`src/rtl/mem_writeback.sv`:
```
// mem_writeback: retires execute bundles. It drives register-file and CSR writeback and the PC redirect,
// and runs loads/stores over a req/ack data port. Define MEM_TIMEOUT_EN to bound the memory wait.
module mem_writeback #(
  parameter int N_param     = 32,
  parameter int MEM_TIMEOUT = 15
) (
  input  logic               i_clk,
  input  logic               i_rst,
  input  logic               i_valid,
  output logic               o_ready,
  input  logic [63:0]        Single_Instruction_i,
  input  logic [4:0]         rd_i,
  input  logic [11:0]        csr_i,
  input  logic [N_param-1:0] alu_result_1,
  input  logic [N_param-1:0] alu_result_2,
  input  logic [N_param-1:0] operand2_pi,
  input  logic               write_reg_file_wire,
  input  logic               write_csr_wire,
  input  logic               branch_inst_wire,
  input  logic               jump_inst_wire,
  output logic               o_mem_req,
  output logic               o_mem_we,
  output logic [N_param-1:0] o_mem_addr,
  output logic [N_param-1:0] o_mem_wdata,
  output logic [3:0]         o_mem_wstrb,
  input  logic               i_mem_ack,
  input  logic [N_param-1:0] i_mem_rdata,
  output logic               o_rf_we,
  output logic [4:0]         o_rf_waddr,
  output logic [N_param-1:0] o_rf_wdata,
  output logic               o_csr_we,
  output logic [11:0]        o_csr_addr,
  output logic [N_param-1:0] o_csr_wdata,
  output logic               o_redirect,
  output logic [N_param-1:0] o_redirect_pc,
  output logic               o_misaligned,
  output logic               o_mem_fault
);

  if (N_param != 32 || MEM_TIMEOUT < 1) begin : g_param_check
    $error("mem_writeback: only N_param=32 and MEM_TIMEOUT>=1 are supported");
  end

  // Bit positions in the shared one-hot instruction code (RV32I order, then the six CSR ops).
  localparam int INST_JALR = 3;
  localparam int INST_LB   = 10;
  localparam int INST_LH   = 11;
  localparam int INST_LW   = 12;
  localparam int INST_LBU  = 13;
  localparam int INST_LHU  = 14;
  localparam int INST_SB   = 15;
  localparam int INST_SH   = 16;
  localparam int INST_SW   = 17;
  localparam logic [63:0] KNOWN_MASK = 64'h0000_07FF_FFFF_FFFF;

  typedef enum logic [1:0] {S_IDLE, S_MEM, S_WB} state_e;
  typedef enum logic [2:0] {SZ_B, SZ_BU, SZ_H, SZ_HU, SZ_W} size_e;

  state_e             state_q, state_d;
  logic               mem_req_q, mem_req_d, mem_we_q, mem_we_d;
  logic [N_param-1:0] mem_addr_q, mem_addr_d, mem_wdata_q, mem_wdata_d;
  logic [3:0]         mem_wstrb_q, mem_wstrb_d;
  size_e              size_q, size_d;
  logic [1:0]         lane_q, lane_d;
  logic [4:0]         rd_q, rd_d;
  logic               rf_we_q, rf_we_d;
  logic [4:0]         rf_waddr_q, rf_waddr_d;
  logic [N_param-1:0] rf_wdata_q, rf_wdata_d;
  logic               csr_we_q, csr_we_d;
  logic [11:0]        csr_addr_q, csr_addr_d;
  logic [N_param-1:0] csr_wdata_q, csr_wdata_d;
  logic               redirect_q, redirect_d;
  logic [N_param-1:0] redirect_pc_q, redirect_pc_d;
  logic               misaligned_q, misaligned_d;
`ifdef MEM_TIMEOUT_EN
  localparam int TW = $clog2(MEM_TIMEOUT + 1);
  logic [TW-1:0] cnt_q, cnt_d;
  logic          mem_fault_q, mem_fault_d;
  assign o_mem_fault = mem_fault_q;
`else
  assign o_mem_fault = 1'b0;
`endif

  logic accept, known, is_load, is_store, misaligned;
  logic is_sb, is_sh, is_sw;
  logic [1:0]         lane;
  size_e              ld_size;
  logic [N_param-1:0] st_wdata;
  logic [3:0]         st_wstrb;

  assign o_ready  = (state_q == S_IDLE);
  assign accept   = i_valid & o_ready;
  // Zero, multi-hot or unlisted codes are accepted but retire with no side effects.
  assign known    = $onehot(Single_Instruction_i) && |(Single_Instruction_i & KNOWN_MASK);
  assign is_sb    = Single_Instruction_i[INST_SB];
  assign is_sh    = Single_Instruction_i[INST_SH];
  assign is_sw    = Single_Instruction_i[INST_SW];
  assign is_store = is_sb | is_sh | is_sw;
  assign is_load  = Single_Instruction_i[INST_LB]  | Single_Instruction_i[INST_LH]
                  | Single_Instruction_i[INST_LW]  | Single_Instruction_i[INST_LBU]
                  | Single_Instruction_i[INST_LHU];
  assign lane     = alu_result_1[1:0];
  assign misaligned =
      ((Single_Instruction_i[INST_LH] | Single_Instruction_i[INST_LHU] | is_sh) & lane[0])
    | ((Single_Instruction_i[INST_LW] | is_sw) & (|lane));

  // NOTE: every signal assigned in an always_comb gets a default first, otherwise a latch is inferred.
  always_comb begin
    ld_size  = SZ_W;
    st_wdata = '0;
    st_wstrb = 4'b0000;
    if      (Single_Instruction_i[INST_LB])  ld_size = SZ_B;
    else if (Single_Instruction_i[INST_LBU]) ld_size = SZ_BU;
    else if (Single_Instruction_i[INST_LH])  ld_size = SZ_H;
    else if (Single_Instruction_i[INST_LHU]) ld_size = SZ_HU;
    if (is_sb) begin
      st_wdata = {4{operand2_pi[7:0]}};
      st_wstrb = 4'b0001 << lane;
    end else if (is_sh) begin
      st_wdata = {2{operand2_pi[15:0]}};
      st_wstrb = lane[1] ? 4'b1100 : 4'b0011;
    end else if (is_sw) begin
      st_wdata = operand2_pi;
      st_wstrb = 4'b1111;
    end
  end

  function automatic logic [31:0] fmt_load(size_e sz, logic [1:0] ln, logic [31:0] w);
    logic [7:0]  b;
    logic [15:0] h;
    logic [31:0] r;
    b = w[{ln, 3'b000} +: 8];
    h = ln[1] ? w[31:16] : w[15:0];
    case (sz)
      SZ_B:    r = {{24{b[7]}}, b};
      SZ_BU:   r = {24'd0, b};
      SZ_H:    r = {{16{h[15]}}, h};
      SZ_HU:   r = {16'd0, h};
      default: r = w;
    endcase
    return r;
  endfunction

  always_comb begin
    state_d       = state_q;
    mem_req_d     = mem_req_q;
    mem_we_d      = mem_we_q;
    mem_addr_d    = mem_addr_q;
    mem_wdata_d   = mem_wdata_q;
    mem_wstrb_d   = mem_wstrb_q;
    size_d        = size_q;
    lane_d        = lane_q;
    rd_d          = rd_q;
    rf_we_d       = 1'b0;
    rf_waddr_d    = rf_waddr_q;
    rf_wdata_d    = rf_wdata_q;
    csr_we_d      = 1'b0;
    csr_addr_d    = csr_addr_q;
    csr_wdata_d   = csr_wdata_q;
    redirect_d    = 1'b0;
    redirect_pc_d = redirect_pc_q;
    misaligned_d  = 1'b0;
`ifdef MEM_TIMEOUT_EN
    cnt_d         = cnt_q;
    mem_fault_d   = 1'b0;
`endif
    unique case (state_q)
      S_IDLE: begin
        if (accept && known) begin
          if (is_load || is_store) begin
            if (misaligned) begin
              misaligned_d = 1'b1;
            end else begin
              state_d     = S_MEM;
              mem_req_d   = 1'b1;
              mem_we_d    = is_store;
              mem_addr_d  = {alu_result_1[N_param-1:2], 2'b00};
              mem_wdata_d = st_wdata;
              mem_wstrb_d = st_wstrb;
              size_d      = ld_size;
              lane_d      = lane;
              rd_d        = rd_i;
`ifdef MEM_TIMEOUT_EN
              cnt_d       = '0;
`endif
            end
          end else begin
            if (write_reg_file_wire && rd_i != 5'd0) begin
              rf_we_d    = 1'b1;
              rf_waddr_d = rd_i;
              rf_wdata_d = alu_result_1;
            end
            if (write_csr_wire) begin
              csr_we_d    = 1'b1;
              csr_addr_d  = csr_i;
              csr_wdata_d = alu_result_2;
            end
            if (branch_inst_wire || jump_inst_wire) begin
              redirect_d    = 1'b1;
              redirect_pc_d = Single_Instruction_i[INST_JALR] ? {alu_result_2[N_param-1:1], 1'b0}
                                                               : alu_result_2;
            end
          end
        end
      end
      S_MEM: begin
        // Load data is formatted straight off the ack so the write lands in the WB cycle.
        if (i_mem_ack) begin
          mem_req_d = 1'b0;
          state_d   = S_WB;
          if (!mem_we_q && rd_q != 5'd0) begin
            rf_we_d    = 1'b1;
            rf_waddr_d = rd_q;
            rf_wdata_d = fmt_load(size_q, lane_q, i_mem_rdata);
          end
        end
`ifdef MEM_TIMEOUT_EN
        else if (cnt_q == TW'(MEM_TIMEOUT - 1)) begin
          mem_req_d   = 1'b0;
          mem_fault_d = 1'b1;
          state_d     = S_IDLE;
        end else begin
          cnt_d = cnt_q + 1'b1;
        end
`endif
      end
      S_WB:    state_d = S_IDLE;
      default: state_d = S_IDLE;
    endcase
  end

  // NOTE: sequential state uses non-blocking <= so every flop samples pre-edge values.
  always_ff @(posedge i_clk or posedge i_rst) begin
    if (i_rst) begin
      state_q       <= S_IDLE;
      mem_req_q     <= 1'b0;
      mem_we_q      <= 1'b0;
      mem_addr_q    <= '0;
      mem_wdata_q   <= '0;
      mem_wstrb_q   <= 4'b0000;
      size_q        <= SZ_W;
      lane_q        <= 2'b00;
      rd_q          <= 5'd0;
      rf_we_q       <= 1'b0;
      rf_waddr_q    <= 5'd0;
      rf_wdata_q    <= '0;
      csr_we_q      <= 1'b0;
      csr_addr_q    <= 12'd0;
      csr_wdata_q   <= '0;
      redirect_q    <= 1'b0;
      redirect_pc_q <= '0;
      misaligned_q  <= 1'b0;
`ifdef MEM_TIMEOUT_EN
      cnt_q         <= '0;
      mem_fault_q   <= 1'b0;
`endif
    end else begin
      state_q       <= state_d;
      mem_req_q     <= mem_req_d;
      mem_we_q      <= mem_we_d;
      mem_addr_q    <= mem_addr_d;
      mem_wdata_q   <= mem_wdata_d;
      mem_wstrb_q   <= mem_wstrb_d;
      size_q        <= size_d;
      lane_q        <= lane_d;
      rd_q          <= rd_d;
      rf_we_q       <= rf_we_d;
      rf_waddr_q    <= rf_waddr_d;
      rf_wdata_q    <= rf_wdata_d;
      csr_we_q      <= csr_we_d;
      csr_addr_q    <= csr_addr_d;
      csr_wdata_q   <= csr_wdata_d;
      redirect_q    <= redirect_d;
      redirect_pc_q <= redirect_pc_d;
      misaligned_q  <= misaligned_d;
`ifdef MEM_TIMEOUT_EN
      cnt_q         <= cnt_d;
      mem_fault_q   <= mem_fault_d;
`endif
    end
  end

  assign o_mem_req     = mem_req_q;
  assign o_mem_we      = mem_we_q;
  assign o_mem_addr    = mem_addr_q;
  assign o_mem_wdata   = mem_wdata_q;
  assign o_mem_wstrb   = mem_wstrb_q;
  assign o_rf_we       = rf_we_q;
  assign o_rf_waddr    = rf_waddr_q;
  assign o_rf_wdata    = rf_wdata_q;
  assign o_csr_we      = csr_we_q;
  assign o_csr_addr    = csr_addr_q;
  assign o_csr_wdata   = csr_wdata_q;
  assign o_redirect    = redirect_q;
  assign o_redirect_pc = redirect_pc_q;
  assign o_misaligned  = misaligned_q;

endmodule

```
`config.mk`:
```
export PLATFORM = sky130hd
export DESIGN_NAME = mem_writeback
export DESIGN_NICKNAME = d
export VERILOG_FILES = /design/src/rtl/mem_writeback.sv
export SDC_FILE = /design/constraint.sdc
export NUM_CORES = 1
export LEC_CHECK = 0
export ABC_CLOCK_PERIOD_IN_PS = 6200
export CORE_MARGIN = 4
export CORE_UTILIZATION = 40
export DETAILED_ROUTE_END_ITERATION = 8
export PLACE_DENSITY = 0.86
export SLEW_MARGIN = 15
export SYNTH_ARGS = -nofsm -noshare
export SYNTH_HDL_FRONTEND = slang
export SYNTH_SLANG_ARGS = --single-unit
```
`constraint.sdc`:
```
create_clock -name i_clk -period 6.2 [get_ports i_clk]
set_input_delay 1.24 -clock i_clk [delete_from_list [all_inputs] [get_ports i_clk]]
set_output_delay 1.24 -clock i_clk [all_outputs]
set_load 0.05 [all_outputs]
```
* Yosys cells after proc, flatten, opt, wreduce, memory -nomap -nowiden
Cells that the tools add are included.
** Word-level totals
- Flip-flop bits (word level) :: 197
- Logic and storage cells :: 184
- Input port bits :: 217
** Cells by class
- Add/sub/neg operators :: 63
- Reductions and logical operators :: 20
- Shifts and indexed selects :: 2
- Equal/unequal tests :: 12
- Multiplexer cells :: 54
- Bitwise logic cells :: 15
** Operators with widths (number)
- 32-bit 2-to-1 mux :: 8
- 32-bit one-hot mux with 4 select lines :: 1
- 1-bit by 1-bit adder with 2-bit output :: 32
- 32-bit one-hot mux with 2 select lines :: 1
- 2-bit by 2-bit adder with 3-bit output :: 16
- 43-bit OR reduction :: 1
- 3-bit by 3-bit adder with 4-bit output :: 8
- 32-bit by 6-bit variable part select with 8-bit output :: 1
- 5-bit 2-to-1 mux :: 5
- 1-bit 2-to-1 mux :: 22
- 4-bit by 4-bit adder with 5-bit output :: 4
- 16-bit 2-to-1 mux :: 1
- 4-bit 2-to-1 mux :: 4
- 4-bit AND reduction :: 4
- 5-bit by 5-bit adder with 6-bit output :: 2
- 3-bit 2-to-1 mux :: 4
- 1-bit OR :: 10
- 5-bit one-hot mux with 2 select lines :: 1
- 5-bit nonzero test :: 2
- 2-bit 2-to-1 mux :: 4
- 2-bit inequality test, second input constant :: 4
- 6-bit by 6-bit adder with 7-bit output :: 1
- 7-bit by 1-bit equality test with 1-bit output, second input constant :: 1
- 3-bit by 2-bit equality test with 1-bit output, second input constant :: 2
- other kinds (17) :: 27

* Longest topological paths before layout
- Depth in word-level cells :: 11
- Mapped depth :: 24
- Gate-level depth less buffers :: 23

* Worst setup path after synthesis
Ideal clock, no wire load.
- Path type :: input-to-reg
- From :: in Single_Instruction_i[59]
- To :: reg mem_wdata_q[15] (netlist: o_mem_wdata[15])
- Buffers on the path :: 2
- Slack :: -1569 ps
- Arrival :: 7636 ps
- Library setup time :: 133 ps
- Stages on the path :: 24
- Cell sequence :: fa_1 fa_1 inv_1 fa_1 inv_1 fa_1 inv_1 fa_1 inv_1 fa_1 inv_1 fa_1 fa_1 inv_1 ha_1 inv_1 fa_1 nand4b_1 or3_1 or4_1 clkbuf_1 clkbuf_1 nand2_1 o21ai_0
** On the way
- Cells in the longest elaborated chain, start to end :: 10
** RTL lines
- start: declaration :: line 11 : input logic [63:0] Single_Instruction_i,
- 1-bit by 1-bit adder with 2-bit output (not written as such) :: line 94 : assign known = $onehot(Single_Instruction_i) && |(Single_Instruction_i & KNOWN_MASK);
- 2-bit by 2-bit adder with 3-bit output (not written as such) :: line 94
- 3-bit by 3-bit adder with 4-bit output (not written as such) :: line 94
- 4-bit by 4-bit adder with 5-bit output (not written as such) :: line 94
- 5-bit by 5-bit adder with 6-bit output (not written as such) :: line 94
- 6-bit by 6-bit adder with 7-bit output (not written as such) :: line 94
- 7-bit by 1-bit equality test with 1-bit output :: line 94
- 1-bit logical AND :: line 94
- 1-bit logical AND :: line 169 : if (accept && known) begin
- 4-bit AND reduction (no source line)
- end signal: assignment :: line 262 : mem_wdata_q <= mem_wdata_d;
- end: declaration :: line 61 : logic [N_param-1:0] mem_addr_q, mem_addr_d, mem_wdata_q, mem_wdata_d;
No other way between the ends.
A chain may end at the register's enable or synchronous reset.

* Final worst setup path
- From :: in Single_Instruction_i[39]
- To :: reg mem_addr_q[2] (netlist: o_mem_addr[2])
** On the way
- Cells in the longest elaborated chain, start to end :: 10
- Elaborated cells between the ends (all ways) :: 11
- Classes of those cells :: add/sub (6); eq/ne (1); reduce/logical (4)
** RTL lines
- 1-bit by 1-bit adder with 2-bit output (not written as such) :: line 94
- 2-bit by 2-bit adder with 3-bit output (not written as such) :: line 94
- 3-bit by 3-bit adder with 4-bit output (not written as such) :: line 94
- 4-bit by 4-bit adder with 5-bit output (not written as such) :: line 94
- 5-bit by 5-bit adder with 6-bit output (not written as such) :: line 94
- 6-bit by 6-bit adder with 7-bit output (not written as such) :: line 94
- 7-bit by 1-bit equality test with 1-bit output :: line 94
- 1-bit logical AND (*) :: line 94
- 1-bit logical AND (*) :: line 169
- 4-bit AND reduction (no source line) (*)
- end signal: assignment :: line 261 : mem_addr_q <= mem_addr_d;
- end: declaration :: line 61
Every way passes the cells marked *; elsewhere a longest branch is shown, timed or not.

==> reports/results.txt <==
Failing checks - negative setup slack
IO Pins - 406
Die Wd - 171 um
Post-synth top area cell - dfrtp_1
Ys Warns - 0
Clock skew - 0.0236 ns
Core Util, Final - 0.624
Top cells by area, synth - dfrtp_1, fa_1, mux2_2, nand2_1, inv_1
Worst setup startpoint - Single_Instruction_i[39]
Routed len/inst - 20.3 um
Fmax - 133 MHz
Maximum VDD drop - 819 uV
Min cycle time layout - 7.51 ns
Synth cell types - 59
DPL Wire Length - 27,000 um
Placeable Area - 26,100 sq um
Crit path capture type - flop
Final ANT Viol Nets - 0
Critical path required time - 6.52 ns
Overall Power - 6.95 mW
Final WS setup - -1.31 ns
Number of flops mapped to enable cells by yosys - 0
Gr usage total - 0.236
Max FO, Critical Path - 12
Met3 usage - 0.0474
Post-synthesis compound-gate area fraction - 0.0856
Met1 usage - 0.288
Post-synthesis mux area share - 0.130
Vias in the first global route - 9,917
Synth top area share - 0.463
Clock tree buffer depth - 2
Actual slew at the worst max-slew pin - 1.09 ns
Synth Area in XOR/XNOR - 0
Max Slew Vio Count - 0
Die area - 29,100 sq um
Synthesized flop and latch total - 197
Post-synth ARST share - 1.00
Post-synthesis sequential area ratio - 0.466
Syn_area_per_cell - 10.4 sq um
Pwr/cell area - 427 nW/um^2
Iter 0 DRT Violations - 828
Worst reg2reg endpoint - o_rf_wdata[12]
Worst skew pair latency - 0.43 ns
Final hold vios - 0
Chip height - 171 um
Clock-pin slew on the worst setup and hold paths - 0.08 ns
Unrepaired setup endpoints after global routing - yes
Main combinational cell family by area after synthesis - simple AND/OR/NAND/NOR gates
Grt met2 use - 0.416
Hold Crit Class - reg -> reg
Slowest-stage cell, CP - fa_1
CTS Sinks - 197
Drt via density - 5.30
Port-buffer cells - 402
Crit-path cells - dlygate4sd2_1, fa_1, fa_1, fa_1, inv_2, fa_1, inv_2, fa_1, fa_1, inv_1, fa_1, fa_1, inv_1, ha_2, inv_2, fa_1, nand4b_1, or3_4, or4_4, bufbuf_16, nand2_1, nand2_1
Max cap viols - 0
Drt drc - 0
CTS tree - yes
Worst setup path endpoint - o_mem_addr[2]
Register Area - 4930 sq um
Cell count after synthesis - 1,014
Simple-gate share of the synthesized area - 0.135
FF-to-FF Start - lane_q[1]
Mapped Area - 10,600 sq um
Worst R2R Setup Slack - 3.70 ns
Final period util - 1.21
CTS Hold Bufs - 0
Placer Congestion - 0.877
Nets@finish - 1,717
Crit Path Category - in -> reg
Final Routed Wirelength - 36,200 um
CP most frequent cell - fa_1
Top_reg_cell synth - dfrtp_1
Worst R2R Path Depth - 5
Synth Area in Adders - 0.121
Drt pass-1 iters - 5
Critical path buffer and inverter count - 7
Initial Util - 0.406
First-pass GRT wire length - 54,000 um
Area delta synth->final - 53.7%
Slew margin rel. - 0.273
Busiest grt layer - met2
Critical Path Stages - 22
Max incr delay on CP - 0.56 ns
Max H-tree Level - 4
Cell Rows - 59
Root Buffer - clkbuf_16
Crit start category - input pin
Num CTS Buffers - 17
Vias - 9,448
CP arrival - 7.83 ns
Largest net degree at the start of global routing - 198
Initial antenna violation count - 2
Cell leakage power - 7.66 nW
Share of layout cells above drive strength 1 - 0.183
Critical path's top delay family - adder cells
Congestion Overflow GR - 0
Footprint of the multi-input gates - 5230 sq um
Filler cells - 2,078
Number of setup violations in the final report - 196
Status - complete, but fails checks
==> routing by layer <==
| layer | vias to the layer above | share of wire |
|---|---|---|
| met2 | 446 | 0.51 |
| met5 | - | 0 |
| li1 | 4221 | - |
| met3 | 80 | 0.069 |
| met1 | 4701 | 0.38 |
| met4 | 0 | 0.035 |
==> placed cells by master (no fill, tap or decap), types with 20 or more instances in the layout <==
master and instances:
a31oi_1 26, mux2_2 94, inv_1 90, clkbuf_16 20, clkdlybuf4s50_1 370, fa_1 54, nor2_1 56, nand2_1 183
dfrtp_1 196, buf_4 25
==> Yosys cell counts, drive strengths merged (2+ instances only) <==
library cell	count
ha	16
mux2	114
dfrtp	196
a21o	6
nor4	9
clkbuf	40
mux2i	5
o21ai	34
and3	2
a31oi	28
a22oi	17
or2	3
a22o	3
nand4	2
or3	6
a211oi	10
fa	54
nand2b	4
nor3	3
nand3	19
a221oi	7
nand2	199
nor2b	11
buf	18
inv	103
or4	5
o41ai	6
a21oi	16
nor2	57
or4b	2
nor3b	2
==> layout make-up <==
| class | count | share of cell area |
|---|---|---|
| Antenna cell | 3 | 0.000462 |
| Clock buffer | 17 | 0.0262 |
| Clock inverter | 15 | 0.0112 |
| Inverter | 103 | 0.0243 |
| Multi-Input combinational cell | 659 | 0.322 |
| Sequential cell | 197 | 0.303 |
| Tap cell | 335 | 0.0258 |
| Timing Repair Buffer | 451 | 0.287 |
| Timing Repair inverter | 1 | 0.000385 |
==> sequential cells by signal (all words and copies together) (netlist names), 2 cells and up <==
name           flops
lane_q             2
o_csr_addr        12
o_csr_wdata       32
o_mem_addr        30
o_mem_wdata       32
o_mem_wstrb        4
o_redirect_pc     32
o_rf_waddr         5
o_rf_wdata        32
rd_q               5
size_q             3
state_q            2
==> report_power, final <==
part	total (mW)	internal [mW]	switching, mW
logic	4.23	1.78	2.44
registers	1.59	1.45	0.144
clock network	1.13	0.550	0.581
total	6.95	3.78	3.17
==> tightest hold or removal path, stage by stage (launching register included) <==
cell and delay [ns]:
dfrtp_1 0.35, nand2_1 0.05, nand2_1 0.04
==> timing repair <==
action	4_1_cts	5_1_grt
pin swaps	19	11
setup endpoints to repair	196	196
gates resized for setup	131	39
gates cloned	10	4
setup buffers	9	1
==> worst min-delay path by stage <==
stage	cells after the start	slack, ns	end	from
after floorplan	2	0.45	rd_q[4]	rd_q[4]
after global placement	2	0.45	o_mem_addr[17]	o_mem_addr[17]
after detailed placement	2	0.46	o_mem_wdata[6]	o_mem_wdata[6]
after CTS	2	0.47	o_mem_wdata[6]	o_mem_wdata[6]
after global routing	2	0.49	o_mem_addr[19]	o_mem_addr[19]
final	2	0.47	o_mem_wdata[5]	o_mem_wdata[5]
==> kinds of logic after synthesis <==
group / after synthesis
flops: 197
compound gates: 138
mux: 119
fa+ha+maj: 70
other cells: 1
simple gates: 328
buf+inv: 161
==> per-stage QoR <==
| step | setup TNS (ns) | cells | instance area [sq um] | setup slack [ns] | hold slack [ns] |
|---|---|---|---|---|---|
| 2_1_floorplan | -227.39 | 1016 | 10800 | -1.30 | 0.450 |
| 3_3_place_gp | -359.13 | 1723 | 15100 | -1.93 | 0.449 |
| 3_5_place_dp | -398.51 | 1723 | 15100 | -2.17 | 0.455 |
| 4_1_cts | -230.10 | 1774 | 16100 | -1.30 | 0.471 |
| 5_1_grt | -259.35 | 1780 | 16300 | -1.46 | 0.488 |
| 6_report | -230.24 | 1781 | 16300 | -1.31 | 0.469 |
(Power assumes the default switching activity.)
